===== src/rtl/halflife_pkg.sv =====
`default_nettype none
// ============================================================================
// Module   : halflife_pkg
// Purpose  : Shared types and default widths for the half-life sequencer
//            slice (FSM state encoding, default activity/period widths).
// Ports    : none (package)
// Config   : none
// Revision : 1.0 - initial release
// ============================================================================
package halflife_pkg;

    // Default activity count width and half-life period width
    localparam int c_n_default = 4;
    localparam int c_p_default = 8;

    // Sequencer states, explicitly 2 bits wide
    typedef enum logic [1:0] {
        IDLE = 2'd0,
        RUN  = 2'd1,
        DONE = 2'd2
    } state_t;

endpackage : halflife_pkg
`default_nettype wire


===== src/rtl/halflife_tick.sv =====
`default_nettype none
// ============================================================================
// Module   : halflife_tick
// Purpose  : Half-life period timer. Emits a single-cycle tick every
//            'period' cycles while enabled; cleared timer restarts from 0.
// Ports    : clk     - rising-edge clock
//            rst     - asynchronous reset, active-low
//            clr     - synchronous timer clear (takes priority over en)
//            en      - advance the timer this cycle
//            period  - half-life length in cycles (caller guarantees >= 1)
//            tick    - high in the cycle whose closing edge ends a period
// Config   : none
// Revision : 1.0 - initial release
// ============================================================================
module halflife_tick
    import halflife_pkg::*;
#(
    parameter int p = c_p_default
) (
    input  logic         clk,
    input  logic         rst,
    input  logic         clr,
    input  logic         en,
    input  logic [p-1:0] period,
    output logic         tick
);

    logic [p-1:0] r_timer;
    logic [p-1:0] w_last;

    // Last timer value of a period; period is never 0 here, so no wrap
    assign w_last = period - p'(1);
    assign tick   = en && (r_timer == w_last);

    always_ff @(posedge clk or negedge rst) begin
        if (!rst) begin
            r_timer <= '0;
        end else if (clr) begin
            r_timer <= '0;
        end else if (en) begin
            r_timer <= tick ? '0 : (r_timer + p'(1));
        end
    end

endmodule : halflife_tick
`default_nettype wire


===== src/rtl/halflife_sequencer.sv =====
`default_nettype none
// ============================================================================
// Module   : halflife_sequencer
// Purpose  : Loads an initial activity, halves it once per programmable
//            half-life period until zero, counts the halvings and pulses
//            'done' for one cycle at completion. All outputs registered.
// Ports    : clk       - rising-edge clock
//            rst       - asynchronous reset, active-low
//            start     - begin a run (honoured in IDLE only)
//            abort     - end a run in progress (honoured in RUN only)
//            load_val  - initial activity, sampled on accepted start
//            period    - half-life in cycles (0 treated as 1), sampled on start
//            count     - current activity
//            halvings  - half-lives elapsed in current/last run
//            busy      - run in progress
//            done      - one-cycle completion pulse
//            irq_clr   - (HALFLIFE_IRQ_EN only) clear sticky interrupt
//            irq       - (HALFLIFE_IRQ_EN only) sticky completion interrupt
// Config   : HALFLIFE_IRQ_EN - adds the sticky completion interrupt
// Revision : 1.0 - initial release
// ============================================================================
module halflife_sequencer
    import halflife_pkg::*;
#(
    parameter  int n  = c_n_default,
    parameter  int p  = c_p_default,
    localparam int hw = $clog2(n + 1)
) (
    input  logic          clk,
    input  logic          rst,
    input  logic          start,
    input  logic          abort,
    input  logic [n-1:0]  load_val,
    input  logic [p-1:0]  period,
    output logic [n-1:0]  count,
    output logic [hw-1:0] halvings,
    output logic          busy,
    output logic          done
`ifdef HALFLIFE_IRQ_EN
    ,
    input  logic          irq_clr,
    output logic          irq
`endif
);

    state_t        r_state;
    state_t        w_state_nxt;
    logic [n-1:0]  r_count;
    logic [hw-1:0] r_halvings;
    logic [p-1:0]  r_period;
    logic          r_busy;
    logic          r_done;

    logic          w_accept;
    logic          w_tick_en;
    logic          w_tick_clr;
    logic          w_tick;
    logic [n-1:0]  w_half;

    assign w_accept   = (r_state == IDLE) && start;
    // Abort gates the timer so a coincident tick is discarded outright
    assign w_tick_en  = (r_state == RUN) && !abort;
    // Timer is held at zero outside RUN so each run starts a fresh period
    assign w_tick_clr = (r_state != RUN);
    assign w_half     = {1'b0, r_count[n-1:1]};

    halflife_tick #(
        .p      (p)
    ) u_tick (
        .clk    (clk),
        .rst    (rst),
        .clr    (w_tick_clr),
        .en     (w_tick_en),
        .period (r_period),
        .tick   (w_tick)
    );

    always_comb begin
        w_state_nxt = r_state;
        case (r_state)
            IDLE: begin
                if (start) begin
                    w_state_nxt = (load_val != '0) ? RUN : DONE;
                end
            end
            RUN: begin
                if (abort) begin
                    w_state_nxt = IDLE;
                end else if (w_tick && (w_half == '0)) begin
                    w_state_nxt = DONE;
                end
            end
            DONE:    w_state_nxt = IDLE;
            default: w_state_nxt = IDLE;
        endcase
    end

    always_ff @(posedge clk or negedge rst) begin
        if (!rst) begin
            r_state    <= IDLE;
            r_count    <= '0;
            r_halvings <= '0;
            r_period   <= '0;
            r_busy     <= 1'b0;
            r_done     <= 1'b0;
        end else begin
            r_state <= w_state_nxt;
            // Status flags track the next state so they are registered
            r_busy  <= (w_state_nxt == RUN);
            r_done  <= (w_state_nxt == DONE);
            if (w_accept) begin
                r_count    <= load_val;
                r_halvings <= '0;
                r_period   <= (period == '0) ? p'(1) : period;
            end else if (w_tick) begin
                r_count    <= w_half;
                r_halvings <= r_halvings + hw'(1);
            end
        end
    end

    assign count    = r_count;
    assign halvings = r_halvings;
    assign busy     = r_busy;
    assign done     = r_done;

`ifdef HALFLIFE_IRQ_EN
    logic r_irq;

    // Set has priority over a coincident clear
    always_ff @(posedge clk or negedge rst) begin
        if (!rst) begin
            r_irq <= 1'b0;
        end else if (r_done) begin
            r_irq <= 1'b1;
        end else if (irq_clr) begin
            r_irq <= 1'b0;
        end
    end

    assign irq = r_irq;
`else
    // No interrupt logic in this build
`endif

endmodule : halflife_sequencer
`default_nettype wire

===== config.mk =====
export PLATFORM = sky130hd
export DESIGN_NAME = halflife_sequencer
export DESIGN_NICKNAME = d
export VERILOG_FILES = /design/src/rtl/halflife_pkg.sv /design/src/rtl/halflife_tick.sv /design/src/rtl/halflife_sequencer.sv
export SDC_FILE = /design/constraint.sdc
export NUM_CORES = 1
export LEC_CHECK = 0
export BUFFER_PORTS_ARGS = -buffer_cell sky130_fd_sc_hd__buf_4
export CORE_MARGIN = 2
export CORE_UTILIZATION = 55
export CTS_BUF_LIST = sky130_fd_sc_hd__clkbuf_16
export DETAILED_ROUTE_END_ITERATION = 10
export PLACE_DENSITY = 0.78
export SLEW_MARGIN = 10
export SYNTH_ARGS = -nofsm -noshare
export SYNTH_HDL_FRONTEND = slang
export SYNTH_SLANG_ARGS = --single-unit
export TNS_END_PERCENT = 5

===== constraint.sdc =====
create_clock -name clk -period 3.1 [get_ports clk]
set_input_delay 0.62 -clock clk [delete_from_list [all_inputs] [get_ports clk]]
set_output_delay 0.62 -clock clk [all_outputs]
set_load 0.02 [all_outputs]

==> results of run 1 <==
-- routing by layer --
layer  vias to the layer above  wire length (microns)  share of wire, %
met4                         0                     22              0.72
met3                         4                     79               2.6
met5                         -                      0                 0
li1                        579                      -                 -
met2                        22                   1559                51
met1                       563                   1404                46
-- state kept, by name (all words and copies together), names as in the netlist --
signal / flops
halvings: 3
r_state: 2
count: 4
busy: 1
done: 1
u_tick.r_timer: 8
r_period: 8
-- logic make-up after synthesis --
kind of cell	synth area share (%)
XOR/XNOR	7.484
buffers and inverters	3.700
AO/OA/AOI/OAI	16.28
multiplexers	5.756
AND/OR/NAND/NOR	19.90
adder cells (fa/ha/maj)	2.467
flip-flops	44.41
-- power groups by stage --
stage,clock [uW],sequential (uW),combinational (uW)
floorplan,0,471,206
global placement,0,471,280
detailed placement,0,475,290
CTS,297,468,293
global route,310,477,320
finish,292,468,293
-- per-stage QoR --
| stage | hold WS [ns] | instance area, sq um |
|---|---|---|
| CTS | 0.2715 | 1782 |
| global placement | 0.5186 | 1699 |
| floorplan | 0.3244 | 1521 |
| global route | 0.2888 | 1782 |
| finish | 0.2609 | 1782 |
| detailed placement | 0.5326 | 1699 |
-- cells in the final DEF (no fill, tap or decap), drive strengths merged, types with 2 or more instances in the layout --
master / instances
nor3: 2
o22ai: 5
o21ai: 13
a21o: 4
nor2: 9
mux2i: 2
xnor2: 9
dfrtp: 27
nand4: 2
nand2: 13
nor3b: 2
o21bai: 2
mux2: 6
nor4: 4
nand2b: 2
and3: 2
or4: 2
a211oi: 4
inv: 4
a21oi: 7
nand3: 5
and2: 2
buf: 24
ha: 3
xor2: 4
clkbuf: 3
-- path summary, 6_finish.rpt --
path / from / end / slack [ns] / cells after the start
max: r_period[0]$_DFFE_PN0P_ / r_state[0]$_DFF_PN0_ / 0.46 / 8
min: rst / r_period[6]$_DFFE_PN0P_ / 0.26 / 1
max reg2reg: r_period[0]$_DFFE_PN0P_ / r_state[0]$_DFF_PN0_ / 0.46 / 8
min reg2reg: halvings[0]$_DFFE_PN0P_ / halvings[0]$_DFFE_PN0P_ / 0.54 / 1
max in group asynchronous: rst / u_tick.r_timer[3]$_DFFE_PN0P_ / 2.58 / 1
min in group clk: halvings[0]$_DFFE_PN0P_ / halvings[0]$_DFFE_PN0P_ / 0.54 / 1
-- worst register-to-register path: cells and delay by family, from the launching register on --
family	cells	cell delay (ns)
adders and majority gates	1	0.32
and+or+nand+nor	3	1.01
AOI/OAI and AO/OA	3	0.58
buffers and inverters	1	0.11
DFF	1	0.47
-- area by class of cell --
| cell class | count | area (sq um) |
|---|---|---|
| tap | 31 | 38.79 |
| multi-input combinational | 111 | 789.5 |
| inverter | 4 | 15.01 |
| timing repair buffer | 24 | 180.2 |
| sequential | 27 | 675.6 |
| clock buffer | 3 | 75.07 |
| clock inverter | 1 | 7.507 |
| fill | 201 | 904.6 |
==> implementation parameters, run 1 <==
Parameter                              Value

STA
  Final Hold Violating Endpoints    0
  Max Transition Viols Final    0
  Layout Skew    0.003765 ns
  Total Neg Setup Slack    0 ns
  Least-Margin Pin Slew    0.7075 ns
  Least setup slack across all paths after layout    0.4634 ns
  Final setup violation count    0
  Worst relative slew slack    52.40%
  Setup repair after global routing missed its margin    no
  Highest achievable clock rate    379.3 MHz
  Fin crit share    85.05%
  Min cycle time layout    2.637 ns

Logic synthesis
  Average cell area after synthesis    10.21 sq um
  Proportion of synthesized chip area in sequential cells    44.41%
  Number of instances in the synthesized netlist    149
  Yosys top cell area share    44.41%
  Most numerous cell types in the synthesized netlist    27 x dfrtp_1, 13 x nand2_1, 11 x o21ai_0
  Mapped cell area    1521 sq um
  FF+latch count, synth    27
  Cells taking the most area after synthesis    dfrtp_1 44%, xnor2_1 5.2%, mux2_2 4.4%, o21ai_0 3.6%, nand2_1 3.2%
  Total of warnings raised by yosys    0
  Number of unique standard cell types used by synthesis    42
  Number of synthesized flops with an enable pin    0
  Leading cell type by number of instances after synthesis    dfrtp_1
  Most used flip-flop cell after synthesis    dfrtp_1
  Syn Nets    168
  Biggest area consumer among synthesized cells    dfrtp_1
  Asr flop ratio synth    100.0%

Global route
  Antenna violations before repair    0
  GR Util met1    26.46%
  Total GRT Usage    20.78%
  Overall overflow remaining after global route    0
  Global-route wire length before repair    5299 microns
  Number of global-route vias before repair    1206
  Layer with the highest usage after global routing    met2
  Grt met3 use    2.304%
  Pin count of the biggest net entering global routing    28
  Global routing met2 resource utilization    35.71%

Critical path
  Critical-path cell list    inv_1 > ha_1 > a31oi_1 > or4_4 > a211oi_4 > nand3_4 > nor4_4 > o22ai_1
  Data arrival time of the worst path    2.75 ns
  Maximum fanout encountered on the critical timing path    12
  Setup Crit Path Kind    flip-flop to flip-flop
  Type of element launching the critical path    flip-flop
  Crit. End Element    flip-flop
  Maximum cell stage delay along the critical path    0.54 ns
  Critical Path Slowest Stage Cell    or4_4
  Crit path buffers/inverters    1
  Top Family by Delay on Critical Path    simple AND/OR/NAND/NOR gates
  Endpoint required time on the critical path    3.21 ns

Power
  Overall power after layout    1053 uW
  IR drop worst, VDD    0.4609 mV
  Sequential cell fraction of total power    44.5%
  Proportion of total power due to net switching    32.62%
  Total power per unit cell area    591.2 nW/um^2
  Clock network fraction of total power    27.7%
  Comb pwr share    27.8%
  P_leak    0.0007792 uW
  Internal Power    709.8 uW
  Net Switching    343.6 uW

CTS
  H-tree depth    1
  # resized after CTS    0
  Clock Root Buffer    clkbuf_16
  Number of clock sinks seen by CTS    27
  Clock buffer count from CTS    3
  Setup Buffers After CTS    0
  Clock input transition at the sequential cells of the worst setup and hold paths    0.07 ns
  Max Buffers Root-to-Sink    2
  Number of hold buffers added after cts    0
  TritonCTS clock tree    built
  Clock latency on the worst-skew pair    0.26 ns

Placement
  Number of port buffers    24
  Post-Place Cells    197
  Detailed Place HPWL    2304 microns
  Post-placement setup slack    0.5177 ns
  Placer's final routability congestion estimate    0.7882

Route
  Number of DRC markers in iteration 0    44
  Vias post-DR    1168
  Total length of routed wires    3065 microns
  Post-detailed-route count of antenna-violating nets    0
  Final routed DRC violation total    0
  Via-per-instance ratio    5.811
  Count of TritonRoute iterations in the first routing pass    4
  Final routed wire length divided by cell count    15.25 microns

Floorplanning
  Starting density of the core    56.64%
  Total die area    3203 sq um
  Placeable core area    2686 sq um
  Die Width    56.60 microns
  Boundary pin count    25
  Die H    56.60 microns
  Count of standard-cell rows    19

Cells and area
  Number of antenna cells inserted    0
  Number of non-filler instances in the completed layout    201
  Final Core Density    66.33%
  Layout cells sized above 1    25.29%
  Relative area change from synthesis to final layout    17.11%
  Net count, final    190

Min path
  HP Class    input port to asynchronous set/reset pin

Status
  Run status    finished clean

Run
  Max cap viols    0
Power figures use the tool's default switching activity.
==> inputs of run 2 (changes only) <==
Settings changed: ABC_AREA set to 1.
==> run 2 against run 1 <==
  * Sequential share of layout area shrank 1.5 points
  * Non-clock buffer count up 1
  * Combinational power rose by 41%
  * Via count up 13%
  * Power is 12% higher
  * Clock skew is 0.0020 ns lower
  * Worst setup slack improved by 0.90 ns
  * Count of clock-buffer cells in the layout unchanged
  * Largest power group unchanged
==> implementation parameters, run 2 <==
Parameter                              Value

Power
  P_leak    0.001006 uW (+29%)
  Total power per unit cell area    636.9 nW/um^2 (+7.7%)
  IR drop worst, VDD    0.5286 mV (+15%)

Route
  Post-detailed-route count of antenna-violating nets    0 (unchanged)
  Via-per-instance ratio    4.882 (-16%)
  Final routed wire length divided by cell count    10.96 microns (-28%)
  Final routed DRC violation total    0 (unchanged)
  Number of DRC markers in iteration 0    40 (-9.1%)
  Vias post-DR    1323 (+13%)
  Count of TritonRoute iterations in the first routing pass    4 (unchanged)
  Total length of routed wires    2969 microns (-3.1%)

Critical path
  FF-to-FF path depth    11 (+3)
  Crit. End Element    flip-flop
  Type of element launching the critical path    flip-flop
  Crit path buffers/inverters    1 (unchanged)
  Library cell appearing most often on the critical path    nand2_1
  Slack of the worst reg-to-reg path    1.36 ns (+0.90 ns)
  Endpoint of the worst-slack reg-to-reg timing path    r_state[0]$_DFF_PN0_
  Maximum cell stage delay along the critical path    0.39 ns (-0.15 ns)
  Setup Crit Path Kind    flip-flop to flip-flop
  Endpoint required time on the critical path    3.24 ns (+0.03 ns)
  Maximum fanout encountered on the critical timing path    5 (-7)
  Top Family by Delay on Critical Path    simple AND/OR/NAND/NOR gates
  Data arrival time of the worst path    1.88 ns (-0.87 ns)
  Critical-path cell list    inv_2 > ha_1 > nand3_1 > nor2_1 > nand2_1 > nand2_1 > nand2_1 > nor2_4 > nand2_1 > o21ai_1 > nand2_1
  Crit Reg-Reg Startpoint    r_period[0]$_DFFE_PN0P_
  Critical Path Slowest Stage Cell    dfrtp_1

Logic synthesis
  Total of warnings raised by yosys    0 (unchanged)
  Most used flip-flop cell after synthesis    dfrtp_1
  Syn Nets    234 (+39%)
  Most numerous cell types in the synthesized netlist    77 x nand2_1, 27 x dfrtp_1, 22 x inv_1
  Asr flop ratio synth    100.0% (unchanged)
  Number of instances in the synthesized netlist    215 (+44%)
  Proportion of synthesized chip area in sequential cells    43.10% (-1.3 points)
  Biggest area consumer among synthesized cells    dfrtp_1
  FF+latch count, synth    27 (unchanged)
  Yosys top cell area share    43.10% (-1.3 points)
  Mapped cell area    1568 sq um (+3.0%)
  Cells taking the most area after synthesis    dfrtp_1 43%, nand2_1 18%, nand3_1 5.4%, inv_1 5.3%, xor2_1 4.5%
  Average cell area after synthesis    7.292 sq um (-29%)
  Number of synthesized flops with an enable pin    0 (unchanged)
  Number of unique standard cell types used by synthesis    23 (-45%)
  Leading cell type by number of instances after synthesis    nand2_1

Floorplanning
  Die Width    57.39 microns (+1.4%)
  Starting density of the core    57.35% (+0.71 points)
  Total die area    3294 sq um (+2.8%)
  Boundary pin count    25 (unchanged)
  Die H    57.39 microns (+1.4%)
  Placeable core area    2734 sq um (+1.8%)
  Count of standard-cell rows    19 (unchanged)

Global route
  Number of global-route vias before repair    1200 (-0.50%)
  Global-route wire length before repair    5202 microns (-1.8%)
  Overall overflow remaining after global route    0 (unchanged)
  Total GRT Usage    20.23% (-0.55 points)
  Antenna violations before repair    0 (unchanged)
  Pin count of the biggest net entering global routing    28 (unchanged)

Placement
  Number of port buffers    24 (unchanged)
  Detailed Place HPWL    2270 microns (-1.5%)
  Post-DP Area    1778 sq um (+4.6%)
  Placer's final routability congestion estimate    0.8711 (+11%)
  Post-placement setup slack    1.365 ns (+0.8474 ns)

CTS
  # resized after CTS    0 (unchanged)
  Max Buffers Root-to-Sink    2 (unchanged)
  Clock latency on the worst-skew pair    0.26 ns (about the same)
  Number of hold buffers added after cts    0 (unchanged)
  Clock Root Buffer    clkbuf_16
  Number of clock sinks seen by CTS    27 (unchanged)
  Clock input transition at the sequential cells of the worst setup and hold paths    0.06 ns (about the same)
  H-tree depth    1 (unchanged)
  Clock buffer count from CTS    3 (unchanged)
  TritonCTS clock tree    built
  Setup Buffers After CTS    0 (unchanged)

STA
  Least-Margin Pin Slew    0.4836 ns (-0.2239 ns)
  Worst relative slew slack    67.51% (+15 points)
  Layout Skew    0.001749 ns (-0.002016 ns)
  Fin crit share    56.05% (-29 points)
  Total Neg Setup Slack    0 ns (unchanged)
  Final Hold Violating Endpoints    0 (unchanged)
  Hold slack    0.2654 ns (+0.004523 ns)
  Least setup slack across all paths after layout    1.362 ns (+0.8989 ns)
  Max Transition Viols Final    0 (unchanged)
  Final setup violation count    0 (unchanged)
  Setup repair after global routing missed its margin    no
  Min cycle time layout    1.738 ns (-0.8989 ns)
  Highest achievable clock rate    575.5 MHz (+52%)

Run
  Max cap viols    0 (unchanged)

Status
  Run status    finished clean

Cells and area
  Leading cell types in the layout, fill and taps excluded    77 x nand2_1, 27 x dfrtp_1, 25 x buf_4
  Final Core Density    67.92% (+1.6 points)
  Net count, final    260 (+37%)
  Relative area change from synthesis to final layout    18.44%
  Number of antenna cells inserted    0 (unchanged)
  Most frequent standard cell in the layout excluding fill and tap cells    nand2_1
  Layout cells sized above 1    17.08% (-8.2 points)
  Summed area of non-filler cells in the final layout    1857 sq um (+4.2%)

Min path
  HP Class    input port to asynchronous set/reset pin
-- run 2: kinds of logic (layout without fill, tap and decap cells) --
family                   after synthesis  count (layout)  synth area share (%)
adder cells (fa/ha/maj)                3               3                 2.395
AO/OA/AOI/OAI                         18              18                 5.905
flip-flops                            27              27                 43.10
AND/OR/NAND/NOR                      121             121                 34.00
buffers and inverters                 35              60                 8.459
XOR/XNOR                              11              11                 6.146
-- run 2: worst max path at each step --
stage	from	to	slack, ns	cells after the start
floorplan	r_period[0]$_DFFE_PN0P_	busy$_DFF_PN0_	1.53	11
global placement	r_period[0]$_DFFE_PN0P_	busy$_DFF_PN0_	1.39	11
detailed placement	r_period[0]$_DFFE_PN0P_	r_state[0]$_DFF_PN0_	1.37	11
CTS	r_period[0]$_DFFE_PN0P_	r_state[0]$_DFF_PN0_	1.36	11
global route	r_period[0]$_DFFE_PN0P_	u_tick.r_timer[3]$_DFFE_PN0P_	1.17	10
finish	r_period[0]$_DFFE_PN0P_	r_state[0]$_DFF_PN0_	1.36	11
-- run 2: worst register-to-register path, cell delays in order (launching register included) --
cell	delay, ns
dfrtp_1	0.39
inv_2	0.10
ha_1	0.21
nand3_1	0.13
nor2_1	0.11
nand2_1	0.06
nand2_1	0.06
nand2_1	0.08
nor2_4	0.15
nand2_1	0.12
o21ai_1	0.17
nand2_1	0.07
-- run 2: layout make-up --
class	count	area [sq um]
Fill cell	223	877.1
Multi-Input combinational cell	153	759.5
Sequential cell	27	675.6
Timing Repair Buffer	25	187.7
Inverter	31	116.4
Clock buffer	3	75.07
Tap cell	31	38.79
Clock inverter	1	3.754
-- run 2: routing by layer --
| layer | routed length (microns) | share of wire, % | GRT usage [%] | up-vias |
|---|---|---|---|---|
| met5 | 0 | 0 | 0 | - |
| li1 | - | - | - | 719 |
| met2 | 1340 | 45 | 31.01 | 24 |
| met4 | 46 | 1.5 | 6.977 | 0 |
| met3 | 105 | 3.5 | 2.721 | 5 |
| met1 | 1477 | 50 | 29.49 | 575 |
-- run 2: report_power, final --
group / total, uW / switching (uW) / internal (uW)
Sequential: 485 / 67.3 / 417
Combinational: 414 / 253 / 161
Clock: 284 / 111 / 172
-- run 2: metrics by stage --
step	total power, uW	cells
floorplan	773.8	215
global placement	902.3	267
detailed placement	904.5	267
CTS	1193	271
global route	1271	271
finish	1183	271
==> inputs of run 3 (changes only) <==
Clock period 3.1 ns to 1.7 ns, I/O delays scaled along.
==> run 3 against run 2 <==
  * The flow now finishes with violations (setup timing)
  * Critical endpoint unchanged
  * Sequential share of layout area decreased by 1.0 points
  * Non-clock buffer count rose by 4
  * Fmax fell by 2.0%
  * Worst setup slack worse by 1.4 ns
  * Sequential power increased by 81%
  * Die area unchanged
  * Clock skew barely moved
  * Combinational power grew 100%
  * Via count grew 7.9%
==> implementation parameters, run 3 (same netlist as run 2, synthesis figures left out) <==
Parameter                              Value

Placement
  Placer's final routability congestion estimate    0.8784 (+0.84%)
  Post-placement setup slack    -0.009177 ns (-1.374 ns)
  Detailed Place HPWL    2330 microns (+2.6%)
  Post-Place Cells    269 (+0.75%)
  Number of port buffers    24 (unchanged)
  Post-DP Area    1793 sq um (+0.84%)

Route
  Post-detailed-route count of antenna-violating nets    0 (unchanged)
  Count of TritonRoute iterations in the first routing pass    4 (unchanged)
  Via-per-instance ratio    5.170 (+5.9%)
  Final routed DRC violation total    0 (unchanged)
  Total length of routed wires    3190 microns (+7.4%)
  Number of DRC markers in iteration 0    53 (+33%)
  Final routed wire length divided by cell count    11.56 microns (+5.5%)
  Vias post-DR    1427 (+7.9%)

Floorplanning
  Count of standard-cell rows    19 (unchanged)
  Boundary pin count    25 (unchanged)
  Starting density of the core    57.35% (unchanged)
  Die H    57.39 microns (unchanged)
  Total die area    3294 sq um (unchanged)
  Die Width    57.39 microns (unchanged)
  Placeable core area    2734 sq um (unchanged)

CTS
  Clock input transition at the sequential cells of the worst setup and hold paths    0.06 ns (about the same)
  Number of clock sinks seen by CTS    27 (unchanged)
  Clock buffer count from CTS    3 (unchanged)
  H-tree depth    1 (unchanged)
  TritonCTS clock tree    built
  Clock Root Buffer    clkbuf_16
  Clock latency on the worst-skew pair    0.25 ns (about the same)
  Max Buffers Root-to-Sink    2 (unchanged)

Status
  Run status    finished, violations left
  Failing checks    setup timing

Power
  P_leak    0.001026 uW (+2.1%)
  Overall power after layout    2218 uW (+88%)
  Total power per unit cell area    1161 nW/um^2 (+82%)
  IR drop worst, VDD    0.7300 mV (+38%)

STA
  Layout Skew    0.001614 ns (-0.0001352 ns)
  Fin crit share    104.3% (+48 points)
  Least-Margin Pin Slew    0.6983 ns (+0.2147 ns)
  Setup repair after global routing missed its margin    yes
  Highest achievable clock rate    563.9 MHz (-2.0%)
  Final Hold Violating Endpoints    0 (unchanged)
  Max Transition Viols Final    0 (unchanged)
  Final setup violation count    18 (+18)
  Least setup slack across all paths after layout    -0.07342 ns (-1.436 ns)
  Min cycle time layout    1.773 ns (+0.03579 ns)
  Worst relative slew slack    53.27% (-14 points)

Min path
  HP Class    input port to flip-flop
  Worst min-delay path startpoint    period[7]
  Hold path cells    3
  Hold-critical path endpoint    r_period[7]$_DFFE_PN0P_

Critical path
  Critical Path Slowest Stage Cell    dfrtp_1
  Data arrival time of the worst path    1.92 ns (+0.04 ns)
  Setup Crit Path Kind    flip-flop to flip-flop
  Endpoint of the worst-slack reg-to-reg timing path    r_state[0]$_DFF_PN0_
  Critical-path cell list    inv_1 > ha_1 > inv_1 > nand2_1 > nand2_1 > nor2_1 > nand4_1 > nor2_4 > nand2_2 > o21ai_2 > nand2_1
  Slack of the worst reg-to-reg path    -0.07 ns (-1.44 ns)
  Endpoint required time on the critical path    1.84 ns (-1.40 ns)
  Type of element launching the critical path    flip-flop
  Maximum fanout encountered on the critical timing path    4 (-1)
  FF-to-FF path depth    11 (unchanged)
  Maximum cell stage delay along the critical path    0.36 ns (-0.03 ns)
  Crit. End Element    flip-flop
  Crit Reg-Reg Startpoint    r_period[1]$_DFFE_PN0P_
  Library cell appearing most often on the critical path    nand2_1

Cells and area
  Most frequent standard cell in the layout excluding fill and tap cells    nand2_1
  Leading cell types in the layout, fill and taps excluded    76 x nand2_1, 28 x buf_4, 27 x dfrtp_1
  Layout cells sized above 1    19.18% (+2.1 points)
  Area of combinational cells with multiple inputs    780.7 sq um (+2.8%)
  Number of antenna cells inserted    0 (unchanged)
  Number of non-filler instances in the completed layout    276 (+1.8%)
  Area taken by flip-flops and latches    675.6 sq um (unchanged)
  Total of fill cells in the finished design    230 (+3.1%)
  Summed area of non-filler cells in the final layout    1911 sq um (+2.9%)
  Net count, final    265 (+1.9%)
  Final Core Density    69.89% (+2.0 points)
  Relative area change from synthesis to final layout    21.87%

Run
  Max cap viols    0 (unchanged)

Global route
  Total GRT Usage    20.17% (-0.057 points)
  Antenna violations before repair    0 (unchanged)
  Overall overflow remaining after global route    0 (unchanged)
  Pin count of the biggest net entering global routing    28 (unchanged)
  Number of global-route vias before repair    1272 (+6.0%)
  Global-route wire length before repair    5230 microns (+0.54%)
## run 3: cell count changes in the layout (fill, tap and decap cells not counted)
cell           before  now
o21ai_1             8    7
dlygate4sd3_1       0    1
nand3_2             0    1
nand2_1            77   76
o21ai_2             0    1
buf_4              25   28
nand2_4             1    2
## run 3: area by class of cell
cell class	instances	share of cell area (%)
clock buffers	3	3.929
multi-input cells	154	40.86
well taps	31	2.030
clock inverters	1	0.1965
repair buffers	29	11.53
flip-flops and latches	27	35.36
inverters	31	6.090
## run 3: report_power, final
| part | internal (uW) | switching [uW] | leakage, uW |
|---|---|---|---|
| clock network | 314 | 199 | 0.0000423 |
| logic | 320 | 507 | 0.000633 |
| registers | 761 | 117 | 0.000351 |
## run 3: how the worst max path moves through the flow
stage	start	endpoint	slack (ns)	cells after the start
after global routing	r_period[1]$_DFFE_PN0P_	r_state[0]$_DFF_PN0_	-0.18	11
final	r_period[1]$_DFFE_PN0P_	r_state[0]$_DFF_PN0_	-0.07	11
after global placement	r_period[0]$_DFFE_PN0P_	busy$_DFF_PN0_	0.005	11
after CTS	r_period[0]$_DFFE_PN0P_	halvings[0]$_DFFE_PN0P_	-0.01	11
after detailed placement	r_period[0]$_DFFE_PN0P_	r_state[0]$_DFF_PN0_	-0.009	11
after floorplan	r_period[0]$_DFFE_PN0P_	busy$_DFF_PN0_	0.13	11
## run 3: timing repair
item | CTS | global route
pin swaps | 0 | 3
gates cloned | 0 | 1
gates resized for setup | 2 | 1
setup endpoints to repair | 5 | 19
buffers inserted | 0 | 1
hold buffers | 1 | 0
hold endpoints to repair | 27 | 0
## run 3: critical path, delay by kind of cell (launching register included)
kind            cells  cell delay, ns
simple gates        7            0.78
flops               1            0.36
fa+ha+maj           1            0.28
compound gates      1            0.15
buf+inv             2            0.09
## run 3: stage by stage
step	setup TNS, ns	hold slack, ns
after floorplan	0	0.04441
after global placement	0	0.2687
after detailed placement	-0.01437	0.2660
after CTS	-0.03265	0.2880
after global routing	-3.002	0.3006
final	-0.8530	0.2866
## run 3: routing by layer
layer	up-vias	share of wire [%]	track usage (%)
li1	738	-	-
met1	642	47	27.17
met2	43	46	33.12
met3	4	5.9	2.721
met4	0	1.1	7.641
met5	-	0	0
